### src/rtl/mig_burst_tester_pkg.sv
// Shared types for the MIG burst tester: FSM state encoding and app_cmd opcodes.
package mig_tb_pkg;

   typedef enum logic [2:0] {
      IDLE,
      WAIT_CAL,
      WRITE,
      W2R,
      READ,
      DONE
   } state_t;

   localparam logic [2:0] CMD_WRITE = 3'b000;
   localparam logic [2:0] CMD_READ  = 3'b001;

endpackage

### src/rtl/mig_pattern_gen.sv
// Combinational test-pattern generator: 32-bit lane (seed + index, optionally
// inverted) replicated across the full app data width.
module mig_pattern_gen #(
   parameter int APP_DATA_W = 256,
   parameter int CNT_W      = 10
) (
   input  logic [31:0]           seed,
   input  logic                  inv,
   input  logic [CNT_W-1:0]      index,
   output logic [APP_DATA_W-1:0] word
);

   logic [31:0] sum;
   logic [31:0] lane;

   assign sum  = seed + 32'(index);
   assign lane = inv ? ~sum : sum;

   generate
      for (genvar gi = 0; gi < APP_DATA_W / 32; gi++) begin : g_lane
         assign word[gi*32 +: 32] = lane;
      end
   endgenerate

endmodule

### src/rtl/mig_burst_tester.sv
// Write-then-readback traffic engine on the MIG 7-series app interface.
// Writes num_words pattern words from base_addr, reads them back and counts
// mismatching beats. Command and write-data paths advance independently but
// are kept within one word of each other.
module mig_burst_tester
   import mig_tb_pkg::*;
#(
   parameter int APP_ADDR_W = 29,
   parameter int APP_DATA_W = 256,
   parameter int ADDR_STEP  = 8,
   parameter int CNT_W      = 10,
   parameter int ERR_W      = 16
) (
   input  logic                    ui_clk,
   input  logic                    sys_rst,
   input  logic                    init_calib_complete,
   input  logic                    start,
   input  logic [APP_ADDR_W-1:0]   base_addr,
   input  logic [CNT_W-1:0]        num_words,
   input  logic [31:0]             pat_seed,
   input  logic                    pat_inv,
   output logic [APP_ADDR_W-1:0]   app_addr,
   output logic [2:0]              app_cmd,
   output logic                    app_en,
   input  logic                    app_rdy,
   output logic [APP_DATA_W-1:0]   app_wdf_data,
   output logic                    app_wdf_wren,
   output logic                    app_wdf_end,
   output logic [APP_DATA_W/8-1:0] app_wdf_mask,
   input  logic                    app_wdf_rdy,
   input  logic [APP_DATA_W-1:0]   app_rd_data,
   input  logic                    app_rd_data_valid,
   output logic                    busy,
   output logic                    done,
   output logic                    aborted,
   output logic [ERR_W-1:0]        err_cnt,
   output logic [APP_ADDR_W-1:0]   first_err_addr
);

   state_t                  state_reg, state_next;
   logic [APP_ADDR_W-1:0]   base_reg, base_next;
   logic [CNT_W-1:0]        num_reg, num_next;
   logic [31:0]             seed_reg, seed_next;
   logic                    inv_reg, inv_next;
   logic [CNT_W-1:0]        wcmd_reg, wcmd_next;
   logic [CNT_W-1:0]        wdat_reg, wdat_next;
   logic [CNT_W-1:0]        rcmd_reg, rcmd_next;
   logic [CNT_W-1:0]        rbeat_reg, rbeat_next;
   logic [APP_ADDR_W-1:0]   app_addr_reg, app_addr_next;
   logic [2:0]              app_cmd_reg, app_cmd_next;
   logic                    app_en_reg, app_en_next;
   logic [APP_DATA_W-1:0]   app_wdf_data_reg, app_wdf_data_next;
   logic                    app_wdf_wren_reg, app_wdf_wren_next;
   logic                    busy_reg, busy_next;
   logic                    done_reg, done_next;
   logic                    aborted_reg, aborted_next;
   logic [ERR_W-1:0]        err_cnt_reg, err_cnt_next;
   logic [APP_ADDR_W-1:0]   first_err_reg, first_err_next;
   logic [APP_DATA_W-1:0]   wr_word;
   logic [APP_DATA_W-1:0]   cmp_word;

   // Address of word idx; wraps naturally at the app_addr width.
   function automatic logic [APP_ADDR_W-1:0] word_addr(input logic [APP_ADDR_W-1:0] base,
                                                       input logic [CNT_W-1:0]      idx);
      return base + APP_ADDR_W'(idx) * APP_ADDR_W'(ADDR_STEP);
   endfunction

   // Write data follows the accepted-data counter so it stays stable while stalled.
   mig_pattern_gen #(.APP_DATA_W(APP_DATA_W), .CNT_W(CNT_W)) u_wr_gen (
      .seed  (seed_reg),
      .inv   (inv_reg),
      .index (wdat_next),
      .word  (wr_word)
   );

   // Expected read data for the next in-order beat.
   mig_pattern_gen #(.APP_DATA_W(APP_DATA_W), .CNT_W(CNT_W)) u_cmp_gen (
      .seed  (seed_reg),
      .inv   (inv_reg),
      .index (rbeat_reg),
      .word  (cmp_word)
   );

   // FSM next state, counters, latched job parameters and status.
   always_comb begin
      state_next     = state_reg;
      base_next      = base_reg;
      num_next       = num_reg;
      seed_next      = seed_reg;
      inv_next       = inv_reg;
      wcmd_next      = wcmd_reg;
      wdat_next      = wdat_reg;
      rcmd_next      = rcmd_reg;
      rbeat_next     = rbeat_reg;
      busy_next      = busy_reg;
      done_next      = done_reg;
      aborted_next   = aborted_reg;
      err_cnt_next   = err_cnt_reg;
      first_err_next = first_err_reg;

      case (state_reg)
         IDLE: begin
            if (start) begin
               base_next      = base_addr;
               num_next       = num_words;
               seed_next      = pat_seed;
               inv_next       = pat_inv;
               wcmd_next      = '0;
               wdat_next      = '0;
               rcmd_next      = '0;
               rbeat_next     = '0;
               err_cnt_next   = '0;
               first_err_next = '0;
               done_next      = 1'b0;
               aborted_next   = 1'b0;
               busy_next      = 1'b1;
               state_next     = WAIT_CAL;
            end
         end
         WAIT_CAL: begin
            if (init_calib_complete) begin
               state_next = (num_reg == '0) ? DONE : WRITE;
            end
         end
         WRITE: begin
            if (!init_calib_complete) begin
               aborted_next = 1'b1;
               state_next   = DONE;
            end else begin
               if (app_en_reg && app_rdy) begin
                  wcmd_next = wcmd_reg + CNT_W'(1);
               end
               if (app_wdf_wren_reg && app_wdf_rdy) begin
                  wdat_next = wdat_reg + CNT_W'(1);
               end
               if (wcmd_next == num_reg && wdat_next == num_reg) begin
                  state_next = W2R;
               end
            end
         end
         W2R: begin
            if (!init_calib_complete) begin
               aborted_next = 1'b1;
               state_next   = DONE;
            end else begin
               state_next = READ;
            end
         end
         READ: begin
            if (!init_calib_complete) begin
               aborted_next = 1'b1;
               state_next   = DONE;
            end else begin
               if (app_en_reg && app_rdy) begin
                  rcmd_next = rcmd_reg + CNT_W'(1);
               end
               if (app_rd_data_valid) begin
                  rbeat_next = rbeat_reg + CNT_W'(1);
                  if (app_rd_data != cmp_word) begin
                     if (err_cnt_reg == '0) begin
                        first_err_next = word_addr(base_reg, rbeat_reg);
                     end
                     if (err_cnt_reg != {ERR_W{1'b1}}) begin
                        err_cnt_next = err_cnt_reg + ERR_W'(1);
                     end
                  end
                  if (rbeat_reg == num_reg - CNT_W'(1)) begin
                     state_next = DONE;
                  end
               end
            end
         end
         DONE: begin
            state_next = IDLE;
         end
         default: begin
            state_next = IDLE;
         end
      endcase

      // Completion status is published together with entry into DONE.
      if (state_next == DONE && state_reg != DONE) begin
         busy_next = 1'b0;
         done_next = 1'b1;
      end
   end

   // App-interface drive for the coming cycle, derived from the post-handshake counters.
   always_comb begin
      app_en_next       = 1'b0;
      app_wdf_wren_next = 1'b0;
      app_cmd_next      = CMD_WRITE;
      app_addr_next     = app_addr_reg;
      app_wdf_data_next = app_wdf_data_reg;

      if (state_next == WRITE) begin
         // Command may run one word ahead of data and data one word ahead of command.
         app_en_next       = (wcmd_next < num_reg) && (wcmd_next <= wdat_next);
         app_addr_next     = word_addr(base_reg, wcmd_next);
         app_wdf_wren_next = (wdat_next < num_reg) && (wdat_next <= wcmd_next);
         app_wdf_data_next = wr_word;
      end else if (state_next == READ) begin
         app_en_next   = (rcmd_next < num_reg);
         app_cmd_next  = CMD_READ;
         app_addr_next = word_addr(base_reg, rcmd_next);
      end
   end

   // State and output registers; asynchronous reset returns everything to zero.
   always_ff @(posedge ui_clk or negedge sys_rst) begin
      if (!sys_rst) begin
         state_reg        <= IDLE;
         base_reg         <= '0;
         num_reg          <= '0;
         seed_reg         <= '0;
         inv_reg          <= 1'b0;
         wcmd_reg         <= '0;
         wdat_reg         <= '0;
         rcmd_reg         <= '0;
         rbeat_reg        <= '0;
         app_addr_reg     <= '0;
         app_cmd_reg      <= CMD_WRITE;
         app_en_reg       <= 1'b0;
         app_wdf_data_reg <= '0;
         app_wdf_wren_reg <= 1'b0;
         busy_reg         <= 1'b0;
         done_reg         <= 1'b0;
         aborted_reg      <= 1'b0;
         err_cnt_reg      <= '0;
         first_err_reg    <= '0;
      end else begin
         state_reg        <= state_next;
         base_reg         <= base_next;
         num_reg          <= num_next;
         seed_reg         <= seed_next;
         inv_reg          <= inv_next;
         wcmd_reg         <= wcmd_next;
         wdat_reg         <= wdat_next;
         rcmd_reg         <= rcmd_next;
         rbeat_reg        <= rbeat_next;
         app_addr_reg     <= app_addr_next;
         app_cmd_reg      <= app_cmd_next;
         app_en_reg       <= app_en_next;
         app_wdf_data_reg <= app_wdf_data_next;
         app_wdf_wren_reg <= app_wdf_wren_next;
         busy_reg         <= busy_next;
         done_reg         <= done_next;
         aborted_reg      <= aborted_next;
         err_cnt_reg      <= err_cnt_next;
         first_err_reg    <= first_err_next;
      end
   end

   assign app_addr       = app_addr_reg;
   assign app_cmd        = app_cmd_reg;
   assign app_en         = app_en_reg;
   assign app_wdf_data   = app_wdf_data_reg;
   assign app_wdf_wren   = app_wdf_wren_reg;
   assign app_wdf_end    = app_wdf_wren_reg;
   assign app_wdf_mask   = '0;
   assign busy           = busy_reg;
   assign done           = done_reg;
   assign aborted        = aborted_reg;
   assign err_cnt        = err_cnt_reg;
   assign first_err_addr = first_err_reg;

endmodule

### config.mk
export PLATFORM = sky130hd
export DESIGN_NAME = mig_burst_tester
export DESIGN_NICKNAME = d
export VERILOG_FILES = /design/src/rtl/mig_burst_tester_pkg.sv /design/src/rtl/mig_pattern_gen.sv /design/src/rtl/mig_burst_tester.sv
export SDC_FILE = /design/constraint.sdc
export NUM_CORES = 1
export LEC_CHECK = 0
export ABC_CLOCK_PERIOD_IN_PS = 6900
export CORE_AREA = 5 5 268 270
export CTS_BUF_LIST = sky130_fd_sc_hd__clkbuf_4
export DETAILED_ROUTE_END_ITERATION = 8
export DIE_AREA = 0 0 273 275
export HOLD_SLACK_MARGIN = 0.15
export PLACE_DENSITY_LB_ADDON = 0.08
export RECOVER_POWER = 50
export SLEW_MARGIN = 5
export SYNTH_ARGS = -nofsm -noshare
export SYNTH_HDL_FRONTEND = slang
export SYNTH_SLANG_ARGS = --single-unit
### constraint.sdc
create_clock -name ui_clk -period 6.9 [get_ports ui_clk]
set_clock_uncertainty 0.15 [all_clocks]
set_input_delay 1.725 -clock ui_clk [delete_from_list [all_inputs] [get_ports ui_clk]]
set_output_delay 1.725 -clock ui_clk [all_outputs]
set_load 0.1 [all_outputs]
-- After elaboration in Yosys (flattened, before gate mapping)
Index checks and enable logic that the tools add are counted.
W data, S select, Z words.
- bits in registers: 453
- output and inout port bits: 371
- add/sub/neg operators: 11
- magnitude comparators: 5
- equality and inequality tests: 20
- multiplexer cells: 59
- bitwise gates (word level): 2
- reduce and logical (&&, ||, !) cells: 21
- operators with widths (cell ; number):
    $ne A256 B256 Y1 ; 1
    $mux W29 ; 7
    $mux W10 ; 16
    $add A29 B13 Y29 ; 3
    $mux W16 ; 5
    $pmux W10 S2 ; 4
    $add A32 B10 Y32 ; 2
    $mux W32 ; 2
    $not A32 Y32 ; 2
    $pmux W29 S2 ; 1
    $add A10 B1 Y10 const B ; 4
    $pmux W16 S2 ; 1
    $eq A10 B10 Y1 ; 3
    $lt A10 B10 Y1 ; 3
    $mux W3 ; 8
    $le A10 B10 Y1 ; 2
    $add A16 B1 Y16 const B ; 1
    $logic_not A16 Y1 ; 1
    $ne A16 B16 Y1 const B ; 1
    $pmux W3 S5 ; 1
    $ne A2 B2 Y1 const B ; 7
    $mux W1 ; 13
    $reduce_and A6 Y1 ; 2
    $logic_not A10 Y1 ; 1
    13 further kinds ; 27

-- Logic depth before layout (Yosys ltp)
- depth after elaboration: 13
- gate-level depth with buffers: 28
- gate-level depth less buffers: 25

-- Cells and area by module
From an unflattened synthesis, not the netlist that was laid out.
- cells, all modules: 2990
- area, all modules: 30748.2 sq um
- by module, submodules not included (module ; times used ; cells each ; area each (sq um) ; seq. area each (sq um)):
    mig_burst_tester ; 1 ; 2223 ; 25002.7 ; 11285.8
    mig_pattern_gen at u_wr_gen ; 1 ; 388 ; 2920.3 ; 0.0
    mig_pattern_gen at u_cmp_gen ; 1 ; 379 ; 2825.2 ; 0.0

-- Worst setup path before layout
Ideal clock, no wire load.
- path type: input to register
- start point: input app_rdy
- end point: register app_addr_reg[26] (netlist: app_addr[26])
- setup time: 125 ps
- arrival: 6524 ps
- data required time: 6625 ps
- slack: 101 ps
- stages on the path: 24
- buffers on the path: 3
- cell sequence: nand2_1 or2_2 xnor2_1 or3_1 a211o_1 a2111oi_0 a21oi_1 and2_1 clkbuf_1 buf_1 buf_1 a21oi_1 ha_1 a21o_1 a21oi_1 o21bai_1 a21oi_1 o21bai_1 a21oi_1 o211ai_1 a21oi_1 nor2_1 xor2_1 mux2_2
- word-level cells in the longest chain between the ends: 11
- elaborated cells between the ends (all ways): 21
- classes of those cells: add/sub: 2; eq/ne: 3; mux: 13; reduce/logical: 3
- ends and longest elaborated chain (what ; line ; RTL):
    from (decl) ; mig_burst_tester.sv:25 ; input logic app_rdy,
    $logic_and A1 B1 Y1 * ; mig_burst_tester.sv:130, mig_burst_tester.sv:154 ;
    branches (longest 10 deep; another with $add A29 B13 Y29) ; - ;
    to (signal assigned) ; mig_burst_tester.sv:241 ; app_addr_reg <= app_addr_next;
    to (decl) ; mig_burst_tester.sv:49 ; logic [APP_ADDR_W-1:0] app_addr_reg, app_addr_next;
Mark *: on every way between the ends. The select of a mux whose other input is x is not followed.
A chain may end at the register's enable or synchronous reset.

-- Final worst setup path
- start point: input app_rdy
- end point: register app_addr_reg[27] (netlist: app_addr[27])
Same word-level chain as after synthesis.

==> results.sh <==
export IMPL_status="finished with violations"
export IMPL_violations="capacitance limit, slew limit"
export IMPL_worstPathArrival_ps=7080
export IMPL_clkTransAtPathRegs_ps=60
export IMPL_dp_hpwl_um=79400
export IMPL_areaGrowthSynthToFinish_pct=34.4
export IMPL_hold_ws_ps=324
export IMPL_fmax_ghz=0.152
export IMPL_path_cells="clkdlybuf4s50_1 -> nand2_1 -> or2_2 -> xnor2_1 -> or3_1 -> a211o_1 -> a2111oi_0 -> a21oi_1 -> and2_2 -> buf_4 -> nor2_1 -> a21oi_1 -> ha_1 -> a21o_1 -> a21oi_1 -> o21bai_1 -> a21oi_1 -> o21bai_1 -> a21oi_1 -> o21ai_1 -> nand4_1 -> xnor2_1 -> mux2_2"
export IMPL_wl_per_cell_um=24.8
export IMPL_die_w_um=273
export IMPL_gp_congestion=0.934
export IMPL_vias_per_cell=5.18
export IMPL_grt_overflow_total=0
export IMPL_drv_cap=6
export IMPL_antenna_found_initial=3
export IMPL_die_area_um2=75100
export IMPL_die_h_um=275
export IMPL_critPathCaptureType="flop"
export IMPL_yosysWarnings=0
export IMPL_post_cts_setup_buffers=0
export IMPL_yosysSeqAreaShare=0.279
export IMPL_slew_limit_headroom=-1.18
export IMPL_setup_violations=0
export IMPL_cts_sinks=227
export IMPL_num_nets_final=3413
export IMPL_cts_tree="done"
export IMPL_hp_class="reg2reg"
export IMPL_synth_cell_types=88
export IMPL_cts_root_buf="clkbuf_4"
export IMPL_syn_inst=2486
export IMPL_synth_area_um2=20400
export IMPL_synthFlopType="dfrtp_1"
export IMPL_rsz0062_at_grt="false"
export IMPL_ys_seq_elements=227
export IMPL_dp_cells=3860
export IMPL_vias=20600
export IMPL_hold_violations=0
export IMPL_fin_cells=3969
export IMPL_synth_edf_count=0
export IMPL_start_kind="input port"
export IMPL_maxSlewViolCount=306
export IMPL_period_minus_slack_ps=6560
export IMPL_grt_max_degree=91
export IMPL_start_util=0.294
export IMPL_wl_um=98300
export IMPL_grt_usage=0.248
export IMPL_worst_pin_slew_ps=3270
export IMPL_ios=706
export IMPL_drc=0
export IMPL_cts_max_level=3
export IMPL_ant_nets=0
export IMPL_fp_row_count=97
export IMPL_clkLatencyLatePin_ps=780
export IMPL_grt_pass1_wl_um=141000
export IMPL_cts_path_max_buffers=3
export IMPL_cpPeakStageDelay_ps=600
export IMPL_dr_pass1_iters=5
export IMPL_cp_max_fo=43
export IMPL_hold_buffers=0
export IMPL_cts_made_buffers=68
export IMPL_cts_resized_gates=0
export IMPL_io_buffers=671
export IMPL_syn_mean_instance_area_um2=8.20
export IMPL_async_flop_share=1.00
export IMPL_min_period_over_period=0.951
export IMPL_required_ps=7420
export IMPL_drt_iter0_drc=1365
export IMPL_crit_top_cell="a21oi_1"
export IMPL_drive_gt1_frac=0.0856
export IMPL_core_um2=69300
export IMPL_critPathKind="in2reg"
export IMPL_grt_pass1_vias=21100
export IMPL_crit_slowest_cell="o21ai_1"
==> per-layer routing <==
layer,part of all wire,track usage
met3,0.052,0.0386
met5,0.00013,0
met4,0.028,0.0771
met1,0.41,0.301
met2,0.51,0.451
==> critical path, delay by kind of cell <==
family	cells	cell delay, ps
compound gates	11	2210
xor+xnor	2	320
fa+ha+maj	1	340
buf+inv	2	820
mux	1	270
simple gates	6	1370
==> synthesized netlist by cell type (all sizes together) (15+ instances only) <==
library cell	n	area, um^2
nand2	341	1280
buf	301	2190
dfrtp	227	5680
nor2	165	619
xnor2	131	1150
a21oi	111	563
o21ai	109	546
ha	84	1050
nand3	82	410
nand4	78	494
xor2	76	681
inv	74	278
nor3	64	325
clkbuf	55	206
a21o	46	345
mux2	46	518
and3	39	244
mux2i	39	390
nor4	37	238
a32o	30	300
or4	29	221
or3	24	150
and4	18	158
nand2b	18	113
or2	17	106
o31ai	15	113
o41ai	15	131
==> layout make-up <==
cell class              instances  area [um^2]
inverters                      74          278
fillers                      7103        41900
diodes                          2         5.00
well taps                     940         1180
flip-flops and latches        227         5680
repair buffers                757         7300
clock inverters                17         87.6
clock buffers                  90          676
multi-input cells            1862        12200
==> final timing paths <==
| kind | start | endpoint | slack [ps] | depth (start not counted) |
|---|---|---|---|---|
| worst max-delay path | app_rdy | app_addr[27]$_DFFE_PN0P_ | 340 | 23 |
| max in group asynchronous | sys_rst | seed_reg[17]$_DFFE_PN0P_ | 2460 | 2 |
| min in group asynchronous | sys_rst | base_reg[18]$_DFFE_PN0P_ | 760 | 1 |
| worst max register to register | num_reg[5]$_DFFE_PN0P_ | app_addr[27]$_DFFE_PN0P_ | 860 | 23 |
| worst min register to register | done$_DFFE_PN0P_ | done$_DFFE_PN0P_ | 320 | 1 |
| worst min-delay path | done$_DFFE_PN0P_ | done$_DFFE_PN0P_ | 320 | 1 |
==> logic make-up after synthesis <==
kind of cell / synth area share
AND/OR/NAND/NOR: 0.227
AO/OA/AOI/OAI: 0.164
buffers and inverters: 0.131
flip-flops: 0.279
XOR/XNOR: 0.0979
adder cells (fa/ha/maj): 0.0555
multiplexers: 0.0457
other: 0.000184
==> stage by stage <==
step	util	setup WS, ps	setup TNS, ps	instance area, um^2
detailed placement	0.385	-467	-5340	26700
finish	0.395	339	0	27400
floorplan	-	101	0	20500
global route	0.395	24.2	0	27400
global placement	0.385	-380	-4000	26700
CTS	0.397	427	0	27500
==> cell usage in the layout, fill, tap and decap left out, types with 45 or more instances in the layout <==
master,n
clkbuf_4,90
o21ai_0,104
ha_1,84
clkdlybuf4s50_1,618
nor2_1,164
nor3_1,62
a21oi_1,109
nand3_1,82
nand4_1,77
nand2_1,341
inv_1,74
mux2_2,45
a21o_1,46
dfrtp_1,226
buf_4,63
dlygate4sd3_1,52
xor2_1,74
xnor2_1,129
Power is not shown: default switching activity piles up to over one toggle a cycle in this logic, so the estimate is an artifact.
